<file path="src/rtl/tx_iq_pkg.sv">
// Shared types and helpers for the TX IQ buffer: default sample width,
// buffer state enumeration and the occupancy-counter width.
package tx_iq_pkg;

  localparam int unsigned IQ_WIDTH_DEF = 32;

  typedef enum logic [1:0] {
    ST_IDLE,
    ST_PREFILL,
    ST_RUN
  } tx_state_e;

  // Occupancy runs 0..DEPTH inclusive, so one bit more than the pointer width.
  function automatic int unsigned lvl_width(input int unsigned depth);
    return $clog2(depth) + 1;
  endfunction

endpackage

</file>
<file path="src/rtl/iq_sync_fifo.sv">
// Single-clock FIFO with an explicit occupancy counter and synchronous flush.
// A push while full is accepted only when a pop frees the head slot in the same cycle.
module iq_sync_fifo
  import tx_iq_pkg::*;
#(
  parameter int unsigned WIDTH = 2 * IQ_WIDTH_DEF,
  parameter int unsigned DEPTH = 16
) (
  input  logic                        clk,
  input  logic                        rst_n,
  input  logic                        flush,
  input  logic                        push,
  input  logic                        pop,
  input  logic [WIDTH-1:0]            wdata,
  output logic [WIDTH-1:0]            rdata,
  output logic                        full,
  output logic                        empty,
  output logic [lvl_width(DEPTH)-1:0] level
);

  localparam int unsigned AW = $clog2(DEPTH);
  localparam int unsigned LW = lvl_width(DEPTH);

  logic [WIDTH-1:0] mem_q [DEPTH];
  logic [AW-1:0]    wr_ptr_q, wr_ptr_d;
  logic [AW-1:0]    rd_ptr_q, rd_ptr_d;
  logic [LW-1:0]    level_q, level_d;
  logic             do_push, do_pop;

  assign full  = (level_q == LW'(DEPTH));
  assign empty = (level_q == '0);
  assign rdata = mem_q[rd_ptr_q];
  assign level = level_q;

  always_comb begin
    do_pop   = pop & ~empty & ~flush;
    do_push  = push & ~flush & (~full | do_pop);
    wr_ptr_d = wr_ptr_q;
    rd_ptr_d = rd_ptr_q;
    level_d  = level_q;
    if (flush) begin
      wr_ptr_d = '0;
      rd_ptr_d = '0;
      level_d  = '0;
    end else begin
      if (do_push) wr_ptr_d = wr_ptr_q + AW'(1);
      if (do_pop)  rd_ptr_d = rd_ptr_q + AW'(1);
      case ({do_push, do_pop})
        2'b10:   level_d = level_q + LW'(1);
        2'b01:   level_d = level_q - LW'(1);
        default: level_d = level_q;
      endcase
    end
  end

  always_ff @(posedge clk or negedge rst_n) begin
    if (!rst_n) begin
      wr_ptr_q <= '0;
      rd_ptr_q <= '0;
      level_q  <= '0;
    end else begin
      wr_ptr_q <= wr_ptr_d;
      rd_ptr_q <= rd_ptr_d;
      level_q  <= level_d;
    end
  end

  always_ff @(posedge clk) begin
    if (do_push) mem_q[wr_ptr_q] <= wdata;
  end

endmodule

</file>
<file path="src/rtl/tx_iq_buffer.sv">
// TX IQ elastic buffer: captures bus-side IQ pairs on tx_iq_valid rising edges
// and releases one pair per sample_strobe once the prefill threshold is met.
module tx_iq_buffer
  import tx_iq_pkg::*;
#(
  parameter int unsigned IQ_WIDTH = IQ_WIDTH_DEF,
  parameter int unsigned DEPTH    = 16,
  parameter int unsigned PREFILL  = 8
) (
  input  logic                        clk_in,
  input  logic                        reset_n,
  input  logic                        tx,
  input  logic signed [IQ_WIDTH-1:0]  TX_I,
  input  logic signed [IQ_WIDTH-1:0]  TX_Q,
  input  logic                        tx_iq_valid,
  input  logic                        sample_strobe,
  input  logic                        status_clear,
  output logic signed [IQ_WIDTH-1:0]  out_I,
  output logic signed [IQ_WIDTH-1:0]  out_Q,
  output logic                        out_valid,
  output logic [lvl_width(DEPTH)-1:0] fifo_level,
  output logic                        overflow,
  output logic                        underrun
);

  localparam int unsigned   LW          = lvl_width(DEPTH);
  localparam logic [LW-1:0] PREFILL_LVL = LW'(PREFILL);

  tx_state_e                  state_q, state_d;
  logic                       valid_q, tx_q;
  logic signed [IQ_WIDTH-1:0] out_i_q, out_i_d, out_q_q, out_q_d;
  logic                       out_valid_q;
  logic                       overflow_q, overflow_d, underrun_q, underrun_d;
  logic                       push, pop, flush, full, empty, ovf_set, und_set;
  logic [2*IQ_WIDTH-1:0]      head;
  logic [LW-1:0]              level, level_after_push;

  iq_sync_fifo #(
    .WIDTH (2 * IQ_WIDTH),
    .DEPTH (DEPTH)
  ) u_fifo (
    .clk   (clk_in),
    .rst_n (reset_n),
    .flush (flush),
    .push  (push),
    .pop   (pop),
    .wdata ({TX_I, TX_Q}),
    .rdata (head),
    .full  (full),
    .empty (empty),
    .level (level)
  );

  always_comb begin
    flush   = ~tx;
    // ~tx_q with tx already required is the "tx rising" qualifier from IDLE.
    push    = tx_iq_valid & ~valid_q & tx & ((state_q != ST_IDLE) | ~tx_q);
    pop     = tx & sample_strobe & (state_q == ST_RUN) & ~empty;
    und_set = tx & sample_strobe & (state_q == ST_RUN) & empty;
    ovf_set = push & full & ~pop;
    level_after_push = level + LW'(push & ~full);

    state_d = state_q;
    if (!tx) begin
      state_d = ST_IDLE;
    end else begin
      case (state_q)
        ST_IDLE:    state_d = ST_PREFILL;
        ST_PREFILL: if (level_after_push >= PREFILL_LVL) state_d = ST_RUN;
        ST_RUN:     if (und_set) state_d = ST_PREFILL;
        default:    state_d = ST_IDLE;
      endcase
    end

    out_i_d = out_i_q;
    out_q_d = out_q_q;
    if (pop) begin
      {out_i_d, out_q_d} = head;
    end else if (sample_strobe) begin
      out_i_d = '0;
      out_q_d = '0;
    end

    overflow_d = ovf_set | (overflow_q & ~status_clear);
    underrun_d = und_set | (underrun_q & ~status_clear);
  end

  always_ff @(posedge clk_in or negedge reset_n) begin
    if (!reset_n) begin
      state_q     <= ST_IDLE;
      valid_q     <= 1'b1;
      tx_q        <= 1'b0;
      out_i_q     <= '0;
      out_q_q     <= '0;
      out_valid_q <= 1'b0;
      overflow_q  <= 1'b0;
      underrun_q  <= 1'b0;
    end else begin
      state_q     <= state_d;
      valid_q     <= tx_iq_valid;
      tx_q        <= tx;
      out_i_q     <= out_i_d;
      out_q_q     <= out_q_d;
      out_valid_q <= sample_strobe;
      overflow_q  <= overflow_d;
      underrun_q  <= underrun_d;
    end
  end

  assign out_I      = out_i_q;
  assign out_Q      = out_q_q;
  assign out_valid  = out_valid_q;
  assign fifo_level = level;
  assign overflow   = overflow_q;
  assign underrun   = underrun_q;

endmodule

</file>
<file path="config.mk">
export PLATFORM = sky130hd
export DESIGN_NAME = tx_iq_buffer
export DESIGN_NICKNAME = d
export VERILOG_FILES = /design/src/rtl/tx_iq_pkg.sv /design/src/rtl/iq_sync_fifo.sv /design/src/rtl/tx_iq_buffer.sv
export SDC_FILE = /design/constraint.sdc
export NUM_CORES = 1
export LEC_CHECK = 0
export CORE_ASPECT_RATIO = 0.9
export CORE_UTILIZATION = 49
export DETAILED_ROUTE_END_ITERATION = 8
export HOLD_SLACK_MARGIN = 0.03
export PLACE_DENSITY = 0.66
export SYNTH_ARGS = -nofsm -noshare
export SYNTH_HDL_FRONTEND = slang
export SYNTH_SLANG_ARGS = --single-unit
export TNS_END_PERCENT = 20
</file>
<file path="constraint.sdc">
create_clock -name clk_in -period 15.55 [get_ports clk_in]
set_input_delay 3.11 -clock clk_in [delete_from_list [all_inputs] [get_ports clk_in]]
set_output_delay 3.11 -clock clk_in [all_outputs]
set_load 0.01 [all_outputs]
</file>
Word-level counts from Yosys, hierarchy flattened --
Memories as Yosys holds them, arrays and structs flattened. Cells that the tools add are included.
Operators by class: add/sub/neg operators 5, equal/unequal tests 10, $mul 0, reductions and logical operators 5, order comparisons 1, bitwise operators 27, muxes and demuxes 15, div/mod/pow operators 0, shifts and indexed selects 0
Operators with widths (count):
- two-way mux 32 bit | 3
- two-way mux 4 bit | 4
- AND 1 bit | 15
- case mux 5 bit (2 select lines) | 1
- adder 4 x 1 -> 4 bit, second input constant | 2
- two-way mux 2 bit | 3
- inequality test 3 bit, second input constant | 2
- inverter 1 bit | 6
- case mux 2 bit (3 select lines) | 1
- adder 5 x 1 -> 5 bit, second input constant | 1
- adder 5 bit | 1
- AND 1 x 5 -> 5 bit | 1
- == test 5 bit, second input constant | 1
- >= comparator 5 x 4 -> 1 bit, second input constant | 1
- logical NOT 5 bit | 1
- two-way mux 5 bit | 1
- inverter 1 -> 5 bit | 1
- subtractor 5 x 1 -> 5 bit, second input constant | 1
- == test 2 x 1 -> 1 bit, second input constant | 2
- == test 2 bit, second input constant | 2
- inequality test 2 x 1 -> 1 bit, second input constant | 2
- bitwise OR 1 bit | 4
- nonzero test 2 bit | 2
- inequality test 3 x 1 -> 1 bit, second input constant | 1
- other kinds (3) | 4
Storage, ports and cells: register bits after elaboration 84, memory bits (read-only) 0, output and inout port bits 72, logic and storage cells 75, latch bits 0, memories 1, input port bits 70, bits in writable memories 1024
Memory list:
- u_fifo.mem_q | words 16, width 64, rd ports 1, clocked after memory_dff 0, write ports 1, RTL line iq_sync_fifo.sv:24 | logic [WIDTH-1:0] mem_q [DEPTH];

Logic depth before layout (Yosys ltp) --
Gate-level depths: netlist of run 1.
word-level depth 10, mapped depth 9, gate-level depth less buffers 9

Cells and area by module --
From an unflattened synthesis of run 1, not the netlist that was laid out.
Unflattened totals: cells, all modules 2127, area, all modules 42492.0 µm²
By module, submodules not included:
- iq_sync_fifo | area each 39823.2 µm², sequential area each 31074.8 µm², cells an instance 1953, instances 1
- tx_iq_buffer | area each 2668.8 µm², sequential area each 1778.0 µm², cells an instance 174, instances 1

Worst setup path after synthesis of run 1 --
No wires, ideal clock.
path type input -> register, start point input sample_strobe, end point memory u_fifo.mem_q[2][0] (netlist name) (enable), data arrival time 10.261 ns, required time 14.884 ns, stages on the path 4, setup slack 4.623 ns, cell sequence nand4b_2 > nand3_1 > nand2_1 > nor4b_1
Between the ends: longest elaborated chain between the ends 9
Ends and longest elaborated chain:
- start: declaration | RTL line tx_iq_buffer.sv:16 | input logic sample_strobe,
- AND 1 bit (3 in series) | RTL line tx_iq_buffer.sv:58 | pop = tx & sample_strobe & (state_q == ST_RUN) & ~empty;
- AND 1 bit (2 in series) | RTL line iq_sync_fifo.sv:36 | do_pop = pop & ~empty & ~flush;
- bitwise OR 1 bit | RTL line iq_sync_fifo.sv:37 | do_push = push & ~flush & (~full | do_pop);
- AND 1 bit | RTL line iq_sync_fifo.sv:37
- two-way mux 1 bit | RTL line iq_sync_fifo.sv:69 | if (do_push) mem_q[wr_ptr_q] <= wdata;
- two-way mux 1 bit (not written as such) | RTL line iq_sync_fifo.sv:69
- end: declaration | RTL line iq_sync_fifo.sv:24
No other way between the ends.

Final worst setup path of run 1 --
start point input tx, end point memory u_fifo.mem_q[2][14] (netlist name) (enable)
Between the ends: longest elaborated chain between the ends 9
Ends and longest elaborated chain:
- start: declaration | RTL line tx_iq_buffer.sv:12 | input logic tx,
- AND 1 bit (3 in series) | RTL line tx_iq_buffer.sv:58
- AND 1 bit (2 in series) | RTL line iq_sync_fifo.sv:36
- bitwise OR 1 bit | RTL line iq_sync_fifo.sv:37
- AND 1 bit * | RTL line iq_sync_fifo.sv:37
- two-way mux 1 bit * | RTL line iq_sync_fifo.sv:69
- two-way mux 1 bit (not written as such) * | RTL line iq_sync_fifo.sv:69
Mark *: on every way between the ends. The rest lies on a longest branch, timed or not.

==> metrics.md, run 1 <==
| Metric | Value |
|---|---|
| Run status | complete, no violations |
| GRT Total Usage | 20.5% |
| Gpl congestion | 0.734 |
| Core box area | 84900 um2 |
| WL final | 87800 um |
| Initial antenna violation count | 3 |
| Worst Path Required | 15.84 ns |
| IR drop worst, VDD | 0.0000968 V |
| Compound-Gate Fraction of Synth Area | 1.76% |
| Mux contribution to synthesized area | 16.9% |
| Post-DP HPWL | 45000 um |
| XOR/XNOR share of the synthesized area | 0.104% |
| Ports | 142 |
| Residual DRC | 0 |
| RSZ-0062 raised after global routing | false |
| Vias | 19100 |
| CP Buf/Inv Count | 3 |
| Layout cell share with drive strength beyond 1 | 23.1% |
| Mapped Avg Cell Area | 22.9 um2 |
| Routed Antenna Nets | 0 |
| Crit start category | input pin |
| Grt ovf | 0 |
| Tcrit/Tclk final | 39.9% |
| Pre-CTS WS | 8.62 ns |
| Fin cells | 3252 |
| Die width | 312 um |
| Count leader, synth | edfxtp_1 |
| Post-CTS Hold Buffers | 0 |
| Simple logic cell fraction of the synthesized area | 1.96% |
| DR pass1 iterations | 7 |
| Num Clock Sinks | 1108 |
| Yosys cell types | 52 |
| Clock Tree Root | clkbuf_16 |
| Cts repair resizes | 0 |
| CP Class | in2reg |
| Post-synth top area share | 72.8% |
| Flops & latches, synth | 1108 |
| Largest net degree at the start of global routing | 154 |
| TritonCTS clock tree | built |
| Syn Std Cell Area | 42300 um2 |
| Clock tree buffer depth | 3 |
| Worst Skew | 0.0233 ns |
| Synth top cells by count | edfxtp_1, mux4_2, mux2i_1, dfrtp_1, nand2b_1 |
| H-Tree Depth | 3 |
| Area Growth Syn to Fin | 15.3% |
| Clock transition at the registers of the reported paths | 0.06 ns |
| Total power | 6.10 mW |
| Die ar. | 87400 um2 |
| Largest delay share family, worst path | buffers and inverters |
| CP max FO | 44 |
| Final layout net count | 2104 |
| Clk_lat worst skew | 0.68 ns |
| Fmax | 161 MHz |
| Adder-Cell Fraction of Synth Area | 0.343% |
| Setup violations, final | 0 |
| PortBufs | 141 |
| CP dominant cell by count | buf_4 |
| Hold WC Path Type | reg2reg |
| Slew Limit Headroom | 21.3% |
| CP max stage delay | 0.86 ns |
| Max Slew Vio Count | 0 |
| Detailed-route wire length per cell | 27.0 um |
| Initial core utilization | 49.8% |
| Yosys warnings | 0 |
| Number of synthesized flops with an enable pin | 1024 |
| Setup Buffers After CTS | 0 |
| Critical Path AT | 6.50 ns |
| Worst-Margin Slew | 1.18 ns |
| Main combinational cell family by area after synthesis | multiplexers |
| Tmin final | 6.21 ns |
| Top cell type by total area after synthesis | edfxtp_1 |
| Post-synthesis sequential area ratio | 77.8% |
| Synthesized instance count | 1843 |
| Setup TNS Final | 0 ns |
| Number of global-route vias before repair | 20500 |
| Final worst slack | 9.34 ns |
| Most used DFF post-synth | edfxtp_1 |
| MaxCap Viol Count | 0 |
| Slowest-stage cell, CP | clkdlybuf4s50_1 |
| Cell row count | 101 |
| Num CTS Buffers | 106 |
| Dpl cells | 3048 |
| Die Y | 281 um |
| Synth async-reset ratio | 7.58% |
| Final Hold Fails | 0 |
| Starting DRT DRC Count | 1627 |
| Syn_nets | 1924 |
| Vias/cell | 5.88 |
| Crit end category | flip-flop |
| First-pass GRT wire length | 133000 um |
| Crit path cell chain | clkdlybuf4s50_1 -> nand3b_1 -> nor2b_1 -> nand2_1 -> nor4b_2 -> buf_4 -> buf_4 |
| Top post-synthesis cells by area | edfxtp_1, mux4_2, dfrtp_1 |
| Leak | 15.0 nW |
| Share of the core filled with cells | 57.4% |
| Pwr Density | 125 nW/um2 |
==> kinds of logic (layout without fill, tap and decap cells) <==
| group | count (synthesis) | in the layout |
|---|---|---|
| mux | 391 | 391 |
| flops | 1108 | 1108 |
| buf+inv | 110 | 384 |
| xor+xnor | 5 | 5 |
| simple gates | 128 | 128 |
| compound gates | 90 | 90 |
| other cells | 0 | 2 |
| fa+ha+maj | 11 | 11 |
==> registers in the layout, summed over array words and instances, names as in the netlist <==
name and count:
tx_q 1, overflow 1, out_valid 1, underrun 1, u_fifo.rd_ptr_q 4, out_Q 32, u_fifo.wr_ptr_q 4, u_fifo.mem_q 1024
state_q 2, out_I 32, u_fifo.level 5, valid_q 1
==> per-stage QoR <==
step           hold WS [ns]  area (um2)
3_5_place_dp          0.490       44900
2_1_floorplan         0.528       42300
4_1_cts               0.504       48700
3_3_place_gp          0.488       44900
5_1_grt               0.524       48700
6_report              0.499       48700
==> layout make-up <==
cell class / count / area (um2)
antenna: 2 / 5.00
clock buffer: 127 / 2790
clock inverter: 75 / 982
fill: 6175 / 36200
inverter: 11 / 41.3
multi-input combinational: 625 / 8970
sequential: 1108 / 32900
tap: 1133 / 1420
timing repair buffer: 171 / 1640
==> where the power goes <==
group	total, mW	leakage (nW)	switching [mW]	internal, mW
Sequential	3.26	10.4	0.00258	3.26
Clock	2.74	1.84	1.12	1.63
Combinational	0.0883	2.81	0.0610	0.0273
==> cells in the final DEF, fill, tap and decap left out, types with 6 or more instances in the layout <==
| cell | n |
|---|---|
| a21oi_1 | 7 |
| and4_4 | 8 |
| buf_4 | 30 |
| bufinv_16 | 20 |
| clkbuf_1 | 16 |
| clkbuf_16 | 107 |
| clkdlybuf4s50_1 | 139 |
| clkinv_1 | 14 |
| clkinv_2 | 24 |
| dfrtp_1 | 80 |
| edfxtp_1 | 1024 |
| ha_1 | 10 |
| inv_1 | 11 |
| mux2i_1 | 133 |
| mux4_2 | 256 |
| nand2_1 | 12 |
| nand2b_1 | 65 |
| nand3_1 | 8 |
| nor2_1 | 6 |
| o221ai_1 | 64 |
==> worst register-to-register path, cell delays in order (launching register included) <==
cell and delay [ns]:
dfrtp_4 0.98, buf_4 0.88, buf_4 0.92, buf_4 0.74, mux4_2 0.62, mux2i_1 0.27
o221ai_1 0.17
==> worst paths after layout <==
kind / from / endpoint / slack (ns) / depth (start not counted)
max: tx / u_fifo.mem_q[2][14] / 9.34 / 7
min: out_Q[23] / out_Q[23] / 0.50 / 2
max reg2reg: u_fifo.rd_ptr_q[1] / out_I[17] / 10.77 / 6
min reg2reg: out_Q[23] / out_Q[23] / 0.50 / 2
max in group asynchronous: reset_n / u_fifo.rd_ptr_q[2] / 11.71 / 2
min in group asynchronous: reset_n / out_Q[22] / 2.44 / 1
==> per-layer routing <==
| layer | up-vias | track usage (%) | share of wire [%] |
|---|---|---|---|
| li1 | 8173 | - | - |
| met1 | 10400 | 28.7 | 43 |
| met2 | 492 | 34.2 | 50 |
| met3 | 113 | 3.16 | 4.6 |
| met4 | 2 | 5.05 | 1.8 |
| met5 | - | 0 | 0.014 |
Note: power is estimated with default switching activity, not from simulation.
==> run 2: changes to the inputs <==
--- a/config.mk
+++ b/config.mk
@@ -9,7 +9,7 @@
 export CORE_UTILIZATION = 49
 export DETAILED_ROUTE_END_ITERATION = 8
 export HOLD_SLACK_MARGIN = 0.03
-export PLACE_DENSITY = 0.66
+export PLACE_DENSITY = 0.69
 export SYNTH_ARGS = -nofsm -noshare
 export SYNTH_HDL_FRONTEND = slang
 export SYNTH_SLANG_ARGS = --single-unit
==> constraint.sdc (replaced) <==
create_clock -name clk_in -period 5.3 [get_ports clk_in]
set_input_delay 1.06 -clock clk_in [delete_from_list [all_inputs] [get_ports clk_in]]
set_output_delay 1.06 -clock clk_in [all_outputs]
set_load 0.01 [all_outputs]
==> run 2 against run 1 <==
Effect of this change: global-route usage shrank 0.55 points; hold slack lost 0.018 ns; largest cell class unchanged; cell count grew 0.22%; critical path type unchanged; clock power grew to 2.8 times the previous value; first-iteration DRC count shrank 8.2%.
==> metrics.md, run 2 (synthesis gave the netlist of run 1 again) <==
| Metric | Value |
|---|---|
| Run status | complete, no violations (unchanged) |
| Top reg by flops | u_fifo.mem_q (unchanged) |
| WL final | 85600 um (was 87800 um) |
| Initial core utilization | 49.8% (unchanged) |
| Routed Antenna Nets | 0 (unchanged) |
| Hold WC Path Type | in2async (was reg2reg) |
| Final layout net count | 2116 (was 2104) |
| Clock transition at the registers of the reported paths | 0.06 ns (about the same) |
| Cell row count | 101 (unchanged) |
| Num Clock Sinks | 1108 (unchanged) |
| Worst-Margin Slew | 1.03 ns (was 1.18 ns) |
| Crit path launch | tx (unchanged) |
| Cts repair resizes | 0 (unchanged) |
| Die ar. | 87400 um2 (unchanged) |
| Critical Path AT | 4.02 ns (was 6.50 ns) |
| Fmax | 271 MHz |
| Vias/cell | 5.91 (was 5.88) |
| Hold WS | 0.481 ns (was 0.499 ns) |
| MaxCap Viol Count | 0 (unchanged) |
| Final Hold Fails | 0 (unchanged) |
| CP Class | in2reg (unchanged) |
| Area Growth Syn to Fin | 15.8% (was 15.3%) |
| Fin cells | 3259 (was 3252) |
| Clock tree buffer depth | 3 (unchanged) |
| PortBufs | 141 (unchanged) |
| Grt ovf | 0 (unchanged) |
| Fillers | 6023 (was 6175) |
| Residual DRC | 0 (unchanged) |
| Tmin final | 3.69 ns |
| Setup TNS Final | 0 ns (unchanged) |
| H-Tree Depth | 3 (unchanged) |
| Die Y | 281 um (unchanged) |
| Number of global-route vias before repair | 20600 (was 20500) |
| Largest net degree at the start of global routing | 97 (was 154) |
| Setup violations, final | 0 (unchanged) |
| First-pass GRT wire length | 130000 um (was 133000 um) |
| Die width | 312 um (unchanged) |
| CP max stage delay | 0.85 ns (was 0.86 ns) |
| Clock Tree Root | clkbuf_16 (unchanged) |
| Detailed-route wire length per cell | 26.3 um (was 27.0 um) |
| TritonCTS clock tree | built (unchanged) |
| Post-CTS Hold Buffers | 0 (unchanged) |
| Layout cell share with drive strength beyond 1 | 23.3% (was 23.1%) |
| GRT Total Usage | 20.0% (was 20.5%) |
| Core box area | 84900 um2 (unchanged) |
| Ports | 142 (unchanged) |
| Critical R2R Launch | state_q[1] (was u_fifo.rd_ptr_q[1]) |
| Crit path cell chain | clkdlybuf4s50_1 -> and4b_1 -> nor3_4 -> nor2_1 -> and4_4 -> buf_12 (was clkdlybuf4s50_1 -> nand3b_1 -> nor2b_1 -> nand2_1 -> nor4b_2 -> buf_4 -> buf_4) |
| Slowest-stage cell, CP | clkdlybuf4s50_1 (unchanged) |
| Crit end category | flip-flop (unchanged) |
| CP max FO | 33 (was 44) |
| Initial antenna violation count | 2 (was 3) |
| Tcrit/Tclk final | 69.7% |
| Num CTS Buffers | 106 (unchanged) |
| Setup Buffers After CTS | 0 (unchanged) |
| Most frequent cells in the layout | edfxtp_1, mux4_2, clkdlybuf4s50_1 (unchanged) |
| Max Slew Vio Count | 0 (unchanged) |
| Total power | 17.4 mW (was 6.10 mW) |
| Share of the core filled with cells | 57.6% (was 57.4%) |
| Dpl cells | 3060 (was 3048) |
| Starting DRT DRC Count | 1493 (was 1627) |
| CP Buf/Inv Count | 2 (was 3) |
| Slew Limit Headroom | 31.4% (was 21.3%) |
| IR drop worst, VDD | 0.000310 V (was 0.0000968 V) |
| Worst Path Required | 5.63 ns (was 15.84 ns) |
| Leak | 15.1 nW (was 15.0 nW) |
| Gpl congestion | 0.769 (was 0.734) |
| DR pass1 iterations | 5 (was 7) |
| Vias | 19300 (was 19100) |
| Post-DP HPWL | 47900 um (was 45000 um) |
| Clk_lat worst skew | 0.67 ns (was 0.68 ns) |
| Largest delay share family, worst path | simple AND/OR/NAND/NOR gates (was buffers and inverters) |
| Pwr Density | 356 nW/um2 (was 125 nW/um2) |
| Crit start category | input pin (unchanged) |
| Largest register FFs | 1024 (unchanged) |
| Worst Skew | 0.0210 ns (was 0.0233 ns) |
| RSZ-0062 raised after global routing | false (unchanged) |
| Commonest non-fill, non-tap cell in the layout | edfxtp_1 (unchanged) |
==> run 2: changes by cell type in the layout (fill, tap and decap cells not counted), sizes merged <==
cell | previous run | this run
clkinvlp | 5 | 3
bufinv | 20 | 9
diode | 2 | 1
clkbuf | 127 | 142
inv | 15 | 16
buf | 32 | 44
clkinv | 46 | 39
==> run 2: metrics by stage <==
step | area [um2] | worst slack, ns
final | 48900 | 1.61
after global routing | 48900 | 1.46
after CTS | 48900 | 1.66
after detailed placement | 45300 | 0.947
after global placement | 45300 | 0.992
after floorplan | 42300 | -0.401
==> run 2: final cells by class <==
cell class,instances,area [um2],share of cell area (%)
Antenna cell,1,2.50,0.00512
Clock buffer,142,2980,6.09
Clock inverter,56,584,1.19
Inverter,11,41.3,0.0844
Multi-Input combinational cell,625,9010,18.4
Sequential cell,1108,32900,67.2
Tap cell,1133,1420,2.90
Timing Repair Buffer,183,2020,4.13
==> run 2: worst paths after layout <==
path	end	depth (start not counted)	slack, ns
worst max-delay path	u_fifo.mem_q[13][45]	6	1.61
worst min-delay path	out_Q[24]	1	0.48
max in group asynchronous	out_I[24]	2	3.72
worst max register to register	u_fifo.mem_q[13][45]	5	2.37
worst min register to register	out_I[6]	2	0.50
min in group clk_in	out_I[6]	2	0.50
==> run 2: layer usage <==
metal  global-route usage (%)  wire [um]  share of wire (%)  up-vias
li1                         -          -                  -     8198
met1                     28.1      37400                 44    10400
met2                     32.9      42200                 49      559
met3                     3.14       4180                4.9      121
met4                     5.38       1770                2.1        2
met5                        0         13              0.015        -
==> run 2: power breakdown <==
part           switching [mW]  internal, mW
clock                    3.18          4.40
sequential            0.00763          9.57
combinational           0.182        0.0815
total                    3.36          14.1
==> run 3: changes to the inputs <==
==> constraint.sdc (replaced) <==
create_clock -name clk_in -period 3.3 [get_ports clk_in]
set_input_delay 0.66 -clock clk_in [delete_from_list [all_inputs] [get_ports clk_in]]
set_output_delay 0.66 -clock clk_in [all_outputs]
set_load 0.01 [all_outputs]
==> run 3 against run 2 <==
Effect of this change: combinational power grew 82%; sequential power increased by 61%; first-iteration DRC count is 33% higher; non-clock buffer count up 52; clock-buffer cell count decreased by 7; critical path depth is 5 lower; largest cell class unchanged; register-to-register slack worse by 1.6 ns; via count increased by 4.4%; flip-flop and latch count unchanged; final area up 1.9%; worst setup slack lost 0.94 ns; routed wire length rose by 12%.
==> metrics.md, run 3 (synthesis gave the netlist of run 1 again) <==
| Metric | Value |
|---|---|
| H-Tree Depth | 3 (unchanged) |
| RSZ-0062 raised after global routing | false (unchanged) |
| Clock tree buffer depth | 3 (unchanged) |
| Pwr Density | 576 nW/um2 (was 356 nW/um2) |
| Final Hold Fails | 0 (unchanged) |
| Storage cell area | 32900 um2 (unchanged) |
| Commonest non-fill, non-tap cell in the layout | edfxtp_1 (unchanged) |
| Core box area | 84900 um2 (unchanged) |
| Total power | 28.7 mW (was 17.4 mW) |
| Most frequent cells in the layout | edfxtp_1, mux4_2, clkdlybuf4s50_1 (unchanged) |
| Gpl congestion | 0.841 (was 0.769) |
| Max Slew Vio Count | 0 (unchanged) |
| Tmin final | 2.63 ns |
| CP Buf/Inv Count | 1 (was 2) |
| Crit path cell chain | clkdlybuf4s50_1 (was clkdlybuf4s50_1 -> and4b_1 -> nor3_4 -> nor2_1 -> and4_4 -> buf_12) |
| Crit end category | output port (was flip-flop) |
| Clk_lat worst skew | 0.70 ns (was 0.67 ns) |
| MaxCap Viol Count | 0 (unchanged) |
| Die Y | 281 um (unchanged) |
| Worst-Margin Slew | 0.842 ns (was 1.03 ns) |
| Slew Limit Headroom | 43.9% (was 31.4%) |
| Fin cells | 3317 (was 3259) |
| CP Class | reg2out (was in2reg) |
| Hold WS | 0.0589 ns (was 0.481 ns) |
| Initial antenna violation count | 5 (was 2) |
| Run status | complete, no violations (unchanged) |
| Setup Buffers After CTS | 0 (unchanged) |
| Post-DP HPWL | 57200 um (was 47900 um) |
| Grt ovf | 0 (unchanged) |
| Vias/cell | 6.06 (was 5.91) |
| Layout cell share with drive strength beyond 1 | 25.4% (was 23.3%) |
| Tcrit/Tclk final | 79.8% |
| Area Growth Syn to Fin | 17.9% (was 15.8%) |
| Detailed-route wire length per cell | 28.9 um (was 26.3 um) |
| Final layout net count | 2168 (was 2116) |
| Dpl cells | 3112 (was 3060) |
| DR pass1 iterations | 5 (unchanged) |
| Largest register FFs | 1024 (unchanged) |
| Clock Tree Root | clkbuf_16 (unchanged) |
| Die width | 312 um (unchanged) |
| Starting DRT DRC Count | 1993 (was 1493) |
| Post-DP Area | 46100 um2 (was 45300 um2) |
| Ports | 142 (unchanged) |
| PortBufs | 141 (unchanged) |
| Die ar. | 87400 um2 (unchanged) |
| Critical Path AT | 1.97 ns (was 4.02 ns) |
| Worst Path Required | 2.64 ns (was 5.63 ns) |
| Worst Skew | 0.0200 ns (was 0.0210 ns) |
| TritonCTS clock tree | built (unchanged) |
| Setup violations, final | 0 (unchanged) |
| Post-CTS Hold Buffers | 0 (unchanged) |
| Design area | 49800 um2 (was 48900 um2) |
| Area occupied by multi-input gates | 9040 um2 (was 9010 um2) |
| CP max FO | 13 (was 33) |
| Num Clock Sinks | 1108 (unchanged) |
| Num CTS Buffers | 106 (unchanged) |
| First-pass GRT wire length | 141000 um (was 130000 um) |
| Cts repair resizes | 0 (unchanged) |
| Residual DRC | 0 (unchanged) |
| Hold WC Path Type | in2async (unchanged) |
| Largest net degree at the start of global routing | 56 (was 97) |
| Fmax | 380 MHz |
| WL final | 95900 um (was 85600 um) |
| Vias | 20100 (was 19300) |
| Largest delay share family, worst path | flip-flops (was simple AND/OR/NAND/NOR gates) |
| Routed Antenna Nets | 0 (unchanged) |
| Number of global-route vias before repair | 20900 (was 20600) |
| Crit start category | flip-flop (was input pin) |
| Leak | 15.5 nW (was 15.1 nW) |
| Cell row count | 101 (unchanged) |
| Top reg by flops | u_fifo.mem_q (unchanged) |
| GRT Total Usage | 22.3% (was 20.0%) |
| Initial core utilization | 49.8% (unchanged) |
| IR drop worst, VDD | 0.000455 V (was 0.000310 V) |
| Fillers | 5967 (was 6023) |
| Slowest-stage cell, CP | dfrtp_1 (was clkdlybuf4s50_1) |
| CP max stage delay | 0.65 ns (was 0.85 ns) |
| Clock transition at the registers of the reported paths | 0.06 ns (about the same) |
## run 3: cell types whose count changed in the layout (fill, tap and decap cells not counted), moves of 2 or more
cell / change
clkinv_2: -5
clkbuf_1: -2
clkbuf_8: -6
clkinv_4: +6
buf_4: +29
bufinv_16: +7
buf_12: +23
diode_2: +2
## run 3: through the flow
stage	TNS (ns)	util, %	setup slack, ns
after floorplan	-137.67	-	-0.422
after CTS	0	58.7	0.621
after global placement	0	54.2	0.200
after detailed placement	0	54.2	0.163
final	0	58.7	0.668
after global routing	0	58.7	0.538
## run 3: layout make-up
cell class,count,share of cell area [%]
sequential,1108,66.0
multi-input combinational,625,18.1
clock buffer,135,5.85
timing repair buffer,235,5.41
tap,1133,2.85
clock inverter,67,1.70
inverter,11,0.0829
antenna,3,0.0151
## run 3: report_power, final
| part | internal [mW] | total, mW | switching, mW |
|---|---|---|---|
| Sequential | 15.4 | 15.4 | 0.0125 |
| Clock | 7.56 | 12.9 | 5.30 |
| Combinational | 0.139 | 0.478 | 0.339 |
## run 3: path summary, 6_finish.rpt
check                                      from         endpoint  slack, ns  depth (start not counted)
worst max-delay path            u_fifo.level[4]    fifo_level[4]       0.67                          1
worst min-delay path                    reset_n        out_Q[19]       0.06                          1
worst max register to register       state_q[1]  u_fifo.level[4]       0.73                          9
worst min register to register         out_I[8]         out_I[8]       0.50                          2
max in group asynchronous               reset_n        out_Q[16]       2.43                          2
min in group clk_in               sample_strobe         underrun       0.42                          3
## run 3: layer usage
| metal | wire [um] | vias up | track usage [%] |
|---|---|---|---|
| met5 | 12 | - | 0 |
| li1 | - | 8301 | - |
| met4 | 2120 | 2 | 6.44 |
| met1 | 39800 | 10900 | 31.1 |
| met3 | 5780 | 133 | 3.49 |
| met2 | 48100 | 772 | 36.8 |
